===== src/rtl/sdu_pkg.sv =====
`default_nettype none
// ============================================================================
// Module      : sdu_pkg
// Description : Shared constants and state encoding for the transmit-side
//               SDU frame distributor.
// Revision    : 1.0 - initial release
// ============================================================================
package sdu_pkg;

  // Default word layout: [17]=sop, [16]=eop, [15:0]=payload
  localparam int SDU_DATA_WIDTH = 18;
  localparam int SOP_BIT        = SDU_DATA_WIDTH - 1;
  localparam int EOP_BIT        = SDU_DATA_WIDTH - 2;

  // Terminator appended to a frame that lost its eop: sop=0, eop=1, payload=0
  localparam logic [SDU_DATA_WIDTH-1:0] TERM_WORD = 18'h10000;

  // Distributor state encoding
  localparam int STATE_W = 2;
  typedef enum logic [STATE_W-1:0] {
    ST_IDLE  = 2'd0,
    ST_FWD   = 2'd1,
    ST_DROP  = 2'd2,
    ST_ABORT = 2'd3
  } sdu_state_e;

endpackage : sdu_pkg
`default_nettype wire


===== src/rtl/sdu_sat_cnt.sv =====
`default_nettype none
// ============================================================================
// Module      : sdu_sat_cnt
// Description : Statistics counter that increments on request and sticks at
//               all-ones instead of wrapping.
// Revision    : 1.0 - initial release
// ============================================================================
module sdu_sat_cnt #(
  parameter int CNT_WIDTH = 16
) (
  input  logic                 clk,
  input  logic                 rst,
  input  logic                 inc,
  output logic [CNT_WIDTH-1:0] cnt
);

  logic [CNT_WIDTH-1:0] cnt_q;
  logic [CNT_WIDTH-1:0] cnt_d;

  // Next count: step by one unless already saturated
  always_comb begin
    cnt_d = cnt_q;
    if (inc && (cnt_q != {CNT_WIDTH{1'b1}})) begin
      cnt_d = cnt_q + CNT_WIDTH'(1);
    end
  end

  // Count register
  always_ff @(posedge clk or posedge rst) begin
    if (rst) begin
      cnt_q <= '0;
    end else begin
      cnt_q <= cnt_d;
    end
  end

  assign cnt = cnt_q;

endmodule : sdu_sat_cnt
`default_nettype wire


===== src/rtl/tx_sdu1s2.sv =====
`default_nettype none
// ============================================================================
// Module      : tx_sdu1s2
// Description : Transmit-side 1-to-2 frame distributor. Steers whole frames
//               from one framed word stream into per-channel SDU FIFOs by a
//               destination field in the sop word, with sop-time admission,
//               length policing and missing-eop repair.
// Revision    : 1.0 - initial release
// ============================================================================
module tx_sdu1s2
  import sdu_pkg::*;
#(
  parameter int CHN_NUM       = 2,
  parameter int CHN_NUM_WIDTH = 1,
  parameter int DATA_WIDTH    = SDU_DATA_WIDTH,
  parameter int DEST_LSB      = 8,
  parameter int MAX_LEN       = 512,
  parameter int CNT_WIDTH     = 16
) (
  input  logic                  clk_sys,
  input  logic                  rst_sys,
  input  logic                  chip_cs,
  input  logic                  src_sdu_dval,
  input  logic [DATA_WIDTH-1:0] src_sdu_data,
  output logic                  src_sdu_rdy,
  input  logic [CHN_NUM-1:0]    chn_sdu_afull,
  output logic [CHN_NUM-1:0]    sdu_chn_wren,
  output logic [DATA_WIDTH-1:0] sdu_chn_data,
  output logic [CNT_WIDTH-1:0]  frm_cnt,
  output logic [CNT_WIDTH-1:0]  drop_cnt
);

  localparam int SOP_IDX = DATA_WIDTH - 1;
  localparam int EOP_IDX = DATA_WIDTH - 2;
  localparam int LEN_W   = $clog2(MAX_LEN + 1);
  localparam logic [LEN_W-1:0]      MAX_LEN_V = LEN_W'(MAX_LEN);
  localparam logic [DATA_WIDTH-1:0] TERM      = {2'b01, {(DATA_WIDTH-2){1'b0}}};

  sdu_state_e              state_q, state_d;
  logic [LEN_W-1:0]         len_q, len_d;
  logic [CHN_NUM_WIDTH-1:0] dest_q, dest_d;
  logic [DATA_WIDTH-1:0]    held_q, held_d;
  logic [CHN_NUM-1:0]       wren_q, wren_d;
  logic [DATA_WIDTH-1:0]    data_q, data_d;

  logic                     accept;
  logic                     in_sop;
  logic                     in_eop;
  logic [LEN_W-1:0]         len_inc;
  logic [DATA_WIDTH-1:0]    eval_word;
  logic [CHN_NUM_WIDTH-1:0] eval_dest;
  logic                     eval_ok;
  logic                     eval_eop;
  logic                     start_sop;
  logic                     frm_inc;
  logic                     drop_inc;

  function automatic logic [CHN_NUM-1:0] dest_onehot(input logic [CHN_NUM_WIDTH-1:0] d);
    logic [CHN_NUM-1:0] oh;
    oh = '0;
    for (int i = 0; i < CHN_NUM; i++) begin
      if (d == i[CHN_NUM_WIDTH-1:0]) oh[i] = 1'b1;
    end
    return oh;
  endfunction

  // Ready comes straight from the state register; the ABORT cycle is
  // reserved for writing the held sop, so no new word may enter then.
  assign src_sdu_rdy = chip_cs && (state_q != ST_ABORT) && !rst_sys;
  assign accept      = src_sdu_dval && src_sdu_rdy;
  assign in_sop      = src_sdu_data[SOP_IDX];
  assign in_eop      = src_sdu_data[EOP_IDX];
  assign len_inc     = len_q + LEN_W'(1);

  // Admission check for a frame start: the held word in ABORT, else the input
  always_comb begin
    eval_word = (state_q == ST_ABORT) ? held_q : src_sdu_data;
    eval_dest = eval_word[DEST_LSB +: CHN_NUM_WIDTH];
    eval_eop  = eval_word[EOP_IDX];
    eval_ok   = 1'b0;
    for (int i = 0; i < CHN_NUM; i++) begin
      if (eval_dest == i[CHN_NUM_WIDTH-1:0]) eval_ok = !chn_sdu_afull[i];
    end
  end

  // Next-state, write and counter-increment decisions
  always_comb begin
    state_d   = state_q;
    len_d     = len_q;
    dest_d    = dest_q;
    held_d    = held_q;
    wren_d    = '0;
    data_d    = data_q;
    frm_inc   = 1'b0;
    drop_inc  = 1'b0;
    start_sop = 1'b0;

    case (state_q)
      ST_IDLE: begin
        // Non-sop words here are orphans and fall through unwritten
        if (accept && in_sop) start_sop = 1'b1;
      end

      ST_DROP: begin
        if (accept) begin
          if (in_sop) begin
            start_sop = 1'b1;
          end else if (in_eop) begin
            state_d = ST_IDLE;
          end
        end
      end

      ST_FWD: begin
        if (accept) begin
          if (in_sop) begin
            // Missing eop: close the old frame now, replay the sop next cycle
            held_d   = src_sdu_data;
            wren_d   = dest_onehot(dest_q);
            data_d   = TERM;
            drop_inc = 1'b1;
            state_d  = ST_ABORT;
          end else begin
            len_d  = len_inc;
            wren_d = dest_onehot(dest_q);
            data_d = src_sdu_data;
            if (in_eop) begin
              frm_inc = 1'b1;
              state_d = ST_IDLE;
            end else if (len_inc == MAX_LEN_V) begin
              // Overlong frame: cut it here and swallow the rest
              data_d[EOP_IDX] = 1'b1;
              drop_inc        = 1'b1;
              state_d         = ST_DROP;
            end
          end
        end
      end

      ST_ABORT: begin
        start_sop = 1'b1;
      end

      default: begin
        state_d = ST_IDLE;
      end
    endcase

    if (start_sop) begin
      len_d  = LEN_W'(1);
      dest_d = eval_dest;
      if (eval_ok) begin
        wren_d = dest_onehot(eval_dest);
        data_d = eval_word;
        if (eval_eop) begin
          frm_inc = 1'b1;
          state_d = ST_IDLE;
        end else begin
          state_d = ST_FWD;
        end
      end else begin
        drop_inc = 1'b1;
        state_d  = eval_eop ? ST_IDLE : ST_DROP;
      end
    end
  end

  // Control and output registers
  always_ff @(posedge clk_sys or posedge rst_sys) begin
    if (rst_sys) begin
      state_q <= ST_IDLE;
      len_q   <= '0;
      dest_q  <= '0;
      held_q  <= '0;
      wren_q  <= '0;
      data_q  <= '0;
    end else begin
      state_q <= state_d;
      len_q   <= len_d;
      dest_q  <= dest_d;
      held_q  <= held_d;
      wren_q  <= wren_d;
      data_q  <= data_d;
    end
  end

  assign sdu_chn_wren = wren_q;
  assign sdu_chn_data = data_q;

  sdu_sat_cnt #(.CNT_WIDTH(CNT_WIDTH)) u_frm_cnt (
    .clk (clk_sys),
    .rst (rst_sys),
    .inc (frm_inc),
    .cnt (frm_cnt)
  );

  sdu_sat_cnt #(.CNT_WIDTH(CNT_WIDTH)) u_drop_cnt (
    .clk (clk_sys),
    .rst (rst_sys),
    .inc (drop_inc),
    .cnt (drop_cnt)
  );

endmodule : tx_sdu1s2
`default_nettype wire


===== config.mk =====
export PLATFORM = sky130hd
export DESIGN_NAME = tx_sdu1s2
export DESIGN_NICKNAME = d
export VERILOG_FILES = /design/src/rtl/sdu_pkg.sv /design/src/rtl/sdu_sat_cnt.sv /design/src/rtl/tx_sdu1s2.sv
export SDC_FILE = /design/constraint.sdc
export NUM_CORES = 1
export LEC_CHECK = 0
export CAP_MARGIN = 20
export CORE_ASPECT_RATIO = 0.9
export CORE_UTILIZATION = 52
export DETAILED_ROUTE_END_ITERATION = 16
export PLACE_DENSITY = 0.8
export SLEW_MARGIN = 25
export SYNTH_ARGS = -nofsm -noshare
export SYNTH_HDL_FRONTEND = slang
export SYNTH_SLANG_ARGS = --single-unit
export TNS_END_PERCENT = 10

===== constraint.sdc =====
create_clock -name clk_sys -period 4.3 [get_ports clk_sys]
set_clock_uncertainty 0.05 [all_clocks]
set_input_delay 0.86 -clock clk_sys [delete_from_list [all_inputs] [get_ports clk_sys]]
set_output_delay 0.86 -clock clk_sys [all_outputs]
set_load 0.03 [all_outputs]

After elaboration in Yosys (flattened, before gate mapping)
Cells that the tools add are included.
{ "classes": {"add_sub_neg": 3, "mux": 50, "reduce_logical": 16, "n_eq_ne": 13} }
{ "op_table": {"columns": ["op", "n"], "rows": [
  ["$mux 18", 5],
  ["$mux 10", 4],
  ["$add 16x1->16 const B", 2],
  ["$ne 16x16->1 const B", 2],
  ["$mux 2", 14],
  ["$mux 1", 24],
  ["$mux 17", 1],
  ["$ne 3x3->1 const B", 4],
  ["$add 10x1->10 const B", 1],
  ["$eq 10x10->1 const B", 1],
  ["$logic_and 1x1->1", 6],
  ["$reduce_and 3->1", 2],
  ["$reduce_and 6->1", 1],
  ["$ne 5x5->1 const B", 1],
  ["$eq 2x2->1 const B", 2],
  ["$pmux 2 s2", 1],
  ["$reduce_bool 2->1", 2],
  ["$logic_not 1->1", 3],
  ["$pmux 1 s3", 1],
  ["$reduce_bool 3->1", 1],
  ["$eq 2x1->1 const B", 1],
  ["$logic_not 2->1", 1],
  ["$ne 2x1->1 const B", 1],
  ["$ne 2x2->1 const B", 1]
]} }
{ "totals": {"inputBits": 24, "word_cells": 90, "ff_bits": 83, "out_inout_bits": 53} }

Logic depth before layout (Yosys ltp)
{ "depth": {"depth_word": 10, "depth_mapped": 8, "ltp_nobuf": 7} }

Hierarchy
Synthesis repeated with hierarchy kept, for this count alone.
{ "unflattened": {"cells_unflattened": 393, "hier_area_um2": 4297.9} }
{ "by_module_without_submodules": {"columns": ["module", "n_inst", "seq_area_each_um2", "cells_per_inst", "area_per_inst_um2"], "rows": [
  ["tx_sdu1s2", 1, 1276.2, 251, 2686.3],
  ["sdu_sat_cnt", 2, 400.4, 71, 805.8]
]} }

Worst setup path before layout
No wires, ideal clock.
{ "synth_timing": {"path_kind": "input-to-output", "startpoint": "input port rst_sys", "endpoint": "output port src_sdu_rdy", "cell_stages": 2, "slack_ns": 0.239, "required_ns": 3.390, "t_arrival_ns": 3.151, "path_buffers": 0, "cell_sequence": "inv_1 and3_1"} }
{ "synth_via": {"elab_chain_len": 2} }
{ "synth_lines": {"columns": ["element", "line", "text"], "rows": [
  ["from (decl)", "tx_sdu1s2.sv:21", "input logic rst_sys,"],
  ["$logic_not 1->1 (no source line)", null, null],
  ["$logic_and 1x1->1", "tx_sdu1s2.sv:69", "assign src_sdu_rdy = chip_cs && (state_q != ST_ABORT) && !rst_sys;"],
  ["to (decl)", "tx_sdu1s2.sv:25", "output logic src_sdu_rdy,"]
]} }
No other way between the ends.

Final worst setup path
{ "layout_timing": {"startpoint": "input port src_sdu_data[17]", "endpoint": "register u_frm_cnt.cnt_q[12] (netlist: u_frm_cnt.cnt[12])"} }
{ "layout_via": {"elab_chain_len": 7, "elab_cells_between_ends": 12, "cone_classes": "mux (10); reduce/logical (2)"} }
{ "layout_lines": {"columns": ["element", "line", "text"], "rows": [
  ["from (decl)", "tx_sdu1s2.sv:24", "input logic [DATA_WIDTH-1:0] src_sdu_data,"],
  ["$mux 1", "tx_sdu1s2.sv:116", "if (in_sop) begin"],
  ["$mux 1", "tx_sdu1s2.sv:115", "if (accept) begin"],
  ["$mux 1", "tx_sdu1s2.sv:98", "case (state_q)"],
  ["$mux 1", "tx_sdu1s2.sv:155", "if (eval_eop) begin"],
  ["$mux 1", "tx_sdu1s2.sv:152", "if (eval_ok) begin"],
  ["$mux 1 (*)", "tx_sdu1s2.sv:149", "if (start_sop) begin"],
  ["$logic_and 1x1->1 (*)", "sdu_sat_cnt.sv:23", "if (inc && (cnt_q != {CNT_WIDTH{1'b1}})) begin"],
  ["to (signal assigned)", "sdu_sat_cnt.sv:33", "cnt_q <= cnt_d;"],
  ["to (decl)", "sdu_sat_cnt.sv:17", "logic [CNT_WIDTH-1:0] cnt_q;"]
]} }
Mark *: on every way between the ends. The rest lies on a longest branch, timed or not.
A chain may end at the register's enable or synchronous reset.

==> flow_summary.ini <==
[setup_path]
r2r_cells = 7
critPathKind = in2reg
r2r_end = u_drop_cnt.cnt[1]
worstPathCellList = clkdlybuf4s50_1 -> nand2b_1 -> o21ai_2 -> a41oi_1 -> a2111oi_2 -> nand3_1 -> xnor2_1
crit_start = src_sdu_data[17]
slowest_stage = clkdlybuf4s50_1
end_kind = flip-flop
crit_buf_inv = 1
cp_top_family = compound AO/OA/AOI/OAI gates
crit_required_ns = 4.49
worst-path-max-fanout = 10
start_kind = input pin
critPathArrivalTime_ns = 3.31
rrSetupSlack_ns = 1.66
endpoint = u_frm_cnt.cnt[12]
cpPeakStageDelay_ns = 0.66
rr_startpoint = u_drop_cnt.cnt[0]
crit_cells = 7

[global_route]
grt_pass1_wl_um = 14500
grt.overflow.total = 0
grt_antenna_before_repair = 0
grt_max_degree = 84
grt_pass1_vias = 3025
grtUsageTotal_pct = 23.9

[status]
outcome = finished, final reports clean

[logic_synthesis]
ys_seq_elements = 83
syn_avg_cell_area_um2 = 10.3
synth_top_area_cell = dfrtp_1
synth_top_area_share_pct = 53.1
synth_cells = 380
ys_top_cells_by_area = dfrtp_1 53%, o21ai_0 5.1%, xor2_1 4.5%
yosys_warnings = 0
synth_top_flop_cell = dfrtp_1
ys_async_sr_fraction_pct = 100
syn_nets = 407
synth_edf_count = 0
yosysSeqAreaShare_pct = 53.1
syn_area_mm2 = 0.00391
synth_cell_types = 52

[clock_tree]
cts-resized-gates = 0
clock_path_buffers = 2
cts.htree.levels = 3
post_cts_buffers = 0
cts_made_buffers = 9
path_clk_slew_ns = 0.09
cts_tree = built
clk_latency_ns = 0.35
cts-root-buf = clkbuf_8
cts_hold_buf = 0
cts_sinks = 83

[detailed_routing]
post-route-drc-count = 0
vias = 3170
m1WireLength_um = 3890
wl_per_cell_um = 15.6
met2_length_um = 4240
wl_met3_um = 474
highest_layer = met4
first_iter_violations = 251
antenna_left = 0
viasPerCell = 5.69
drt-pass1-iter-count = 5
wl_um = 8700

[placed_design]
place_inst = 541
port_buffers = 76
hpwl_um = 5890
placed_area_mm2 = 0.00476
gp_congestion = 0.840

[final_layout]
fin_nets = 486
drive_gt1_share_pct = 8.19
final_cell_area_mm2 = 0.00501
utilization_pct = 70.1
area_delta_synth_final_pct = 28.2
diodes = 0
final_cell_mix = 83 x dfrtp_1, 76 x clkdlybuf4s50_1, 40 x o21ai_0, 38 x nand2_1
layout_commonest_cell = dfrtp_1
layoutNonFillerInstCount = 557

[floorplan]
ioPinCount = 77
core-area_mm2 = 0.00715
die_area_mm2 = 0.00787
std_cell_rows = 29
die_y_um = 84.3
dieWidth_um = 93.4
start_util_pct = 54.7

[sta]
setup_violations = 0
setup_tns_ns = 0
slew_headroom_pct = 49.8
slew_viol_final = 0
fmax_ghz = 0.320
min_period_over_period_pct = 72.6
final.min_clock_period_ns = 3.12
grt_setup_unrepaired = no
hold_violations = 0
worstMarginPinSlew_ns = 0.750

[power]
vdd_ir_drop_max_mv = 0.340
p_per_area_mw_per_mm2 = 565
finalPower_w = 0.00283
p_leak_nw = 2.19

[flow_run]
max_cap_violations = 0

[worst_hold_path]
hold_class = reg2reg
worstHoldStart = held_q[17]
## sequential cells by signal (all words and copies together), names as in the netlist
name	flops
dest_q	1
held_q	18
len_q	10
sdu_chn_data	18
sdu_chn_wren	2
state_q	2
u_drop_cnt.cnt	16
u_frm_cnt.cnt	16
## cell type report
class,instances,area (µm²)
fill,532,2140
sequential,83,2080
multi-input combinational,264,1690
timing repair buffer,80,795
clock inverter,7,128
clock buffer,9,124
tap,93,116
inverter,21,80.1
## worst reg2reg max path: cells and delay by family (launching register included)
family	cells	cell delay, ns
fa+ha+maj	1	0.31
mux	1	0.35
simple gates	5	1.34
flops	1	0.48
## kinds of logic after synthesis
| kind of cell | Yosys count | synth area share (%) |
|---|---|---|
| muxes | 9 | 2.59 |
| xor gates and xnor gates | 32 | 7.17 |
| buffers and inverters | 33 | 3.62 |
| DFF | 83 | 53.1 |
| adders and majority gates | 3 | 0.960 |
| AOI/OAI and AO/OA | 105 | 17.3 |
| and+or+nand+nor | 115 | 15.2 |
## per-stage QoR
stage          hold slack, ns  setup slack, ns
6_report                0.437             1.18
5_1_grt                 0.453             1.02
4_1_cts                 0.436             1.21
3_5_place_dp            0.416            0.872
3_3_place_gp            0.402            0.949
2_1_floorplan           0.384            0.239
## worst min-delay path by stage
stage	to	slack (ns)	cells after the start
6_report	held_q[17]	0.44	1
5_1_grt	held_q[17]	0.45	1
4_1_cts	held_q[17]	0.44	1
3_5_place_dp	held_q[17]	0.42	1
3_3_place_gp	held_q[17]	0.40	1
2_1_floorplan	held_q[17]	0.38	1
## cells in the mapped netlist, drive strengths merged (2+ instances only)
cell type  number
nand4           7
clkbuf          8
xnor2          12
a31oi           5
nor4            2
inv            21
xor2           20
ha              3
o21ai          41
a22oi          16
nor2           15
and4            7
o31ai           2
a21boi          2
nand2          38
nor2b           3
a211oi          6
and3           10
a21oi          16
nand3          17
nand2b          3
nor3            3
or3             2
buf             4
and2            4
o311ai          2
mux2            9
dfrtp          83
## where the power goes
part / switching [W] / leakage [nW] / internal [W] / total [W]
registers: 0.000193 / 1.07 / 0.00101 / 0.00120
clock network: 0.000300 / 0.127 / 0.000396 / 0.000696
logic: 0.000525 / 0.997 / 0.000412 / 0.000937
## per-layer routing
layer | up-vias | track usage, %
met4 | 0 | 6.57
li1 | 1521 | -
met2 | 93 | 37.8
met1 | 1547 | 32.3
met3 | 9 | 6.79
met5 | - | 0
No activity file was read; power rests on OpenSTA's default activity.
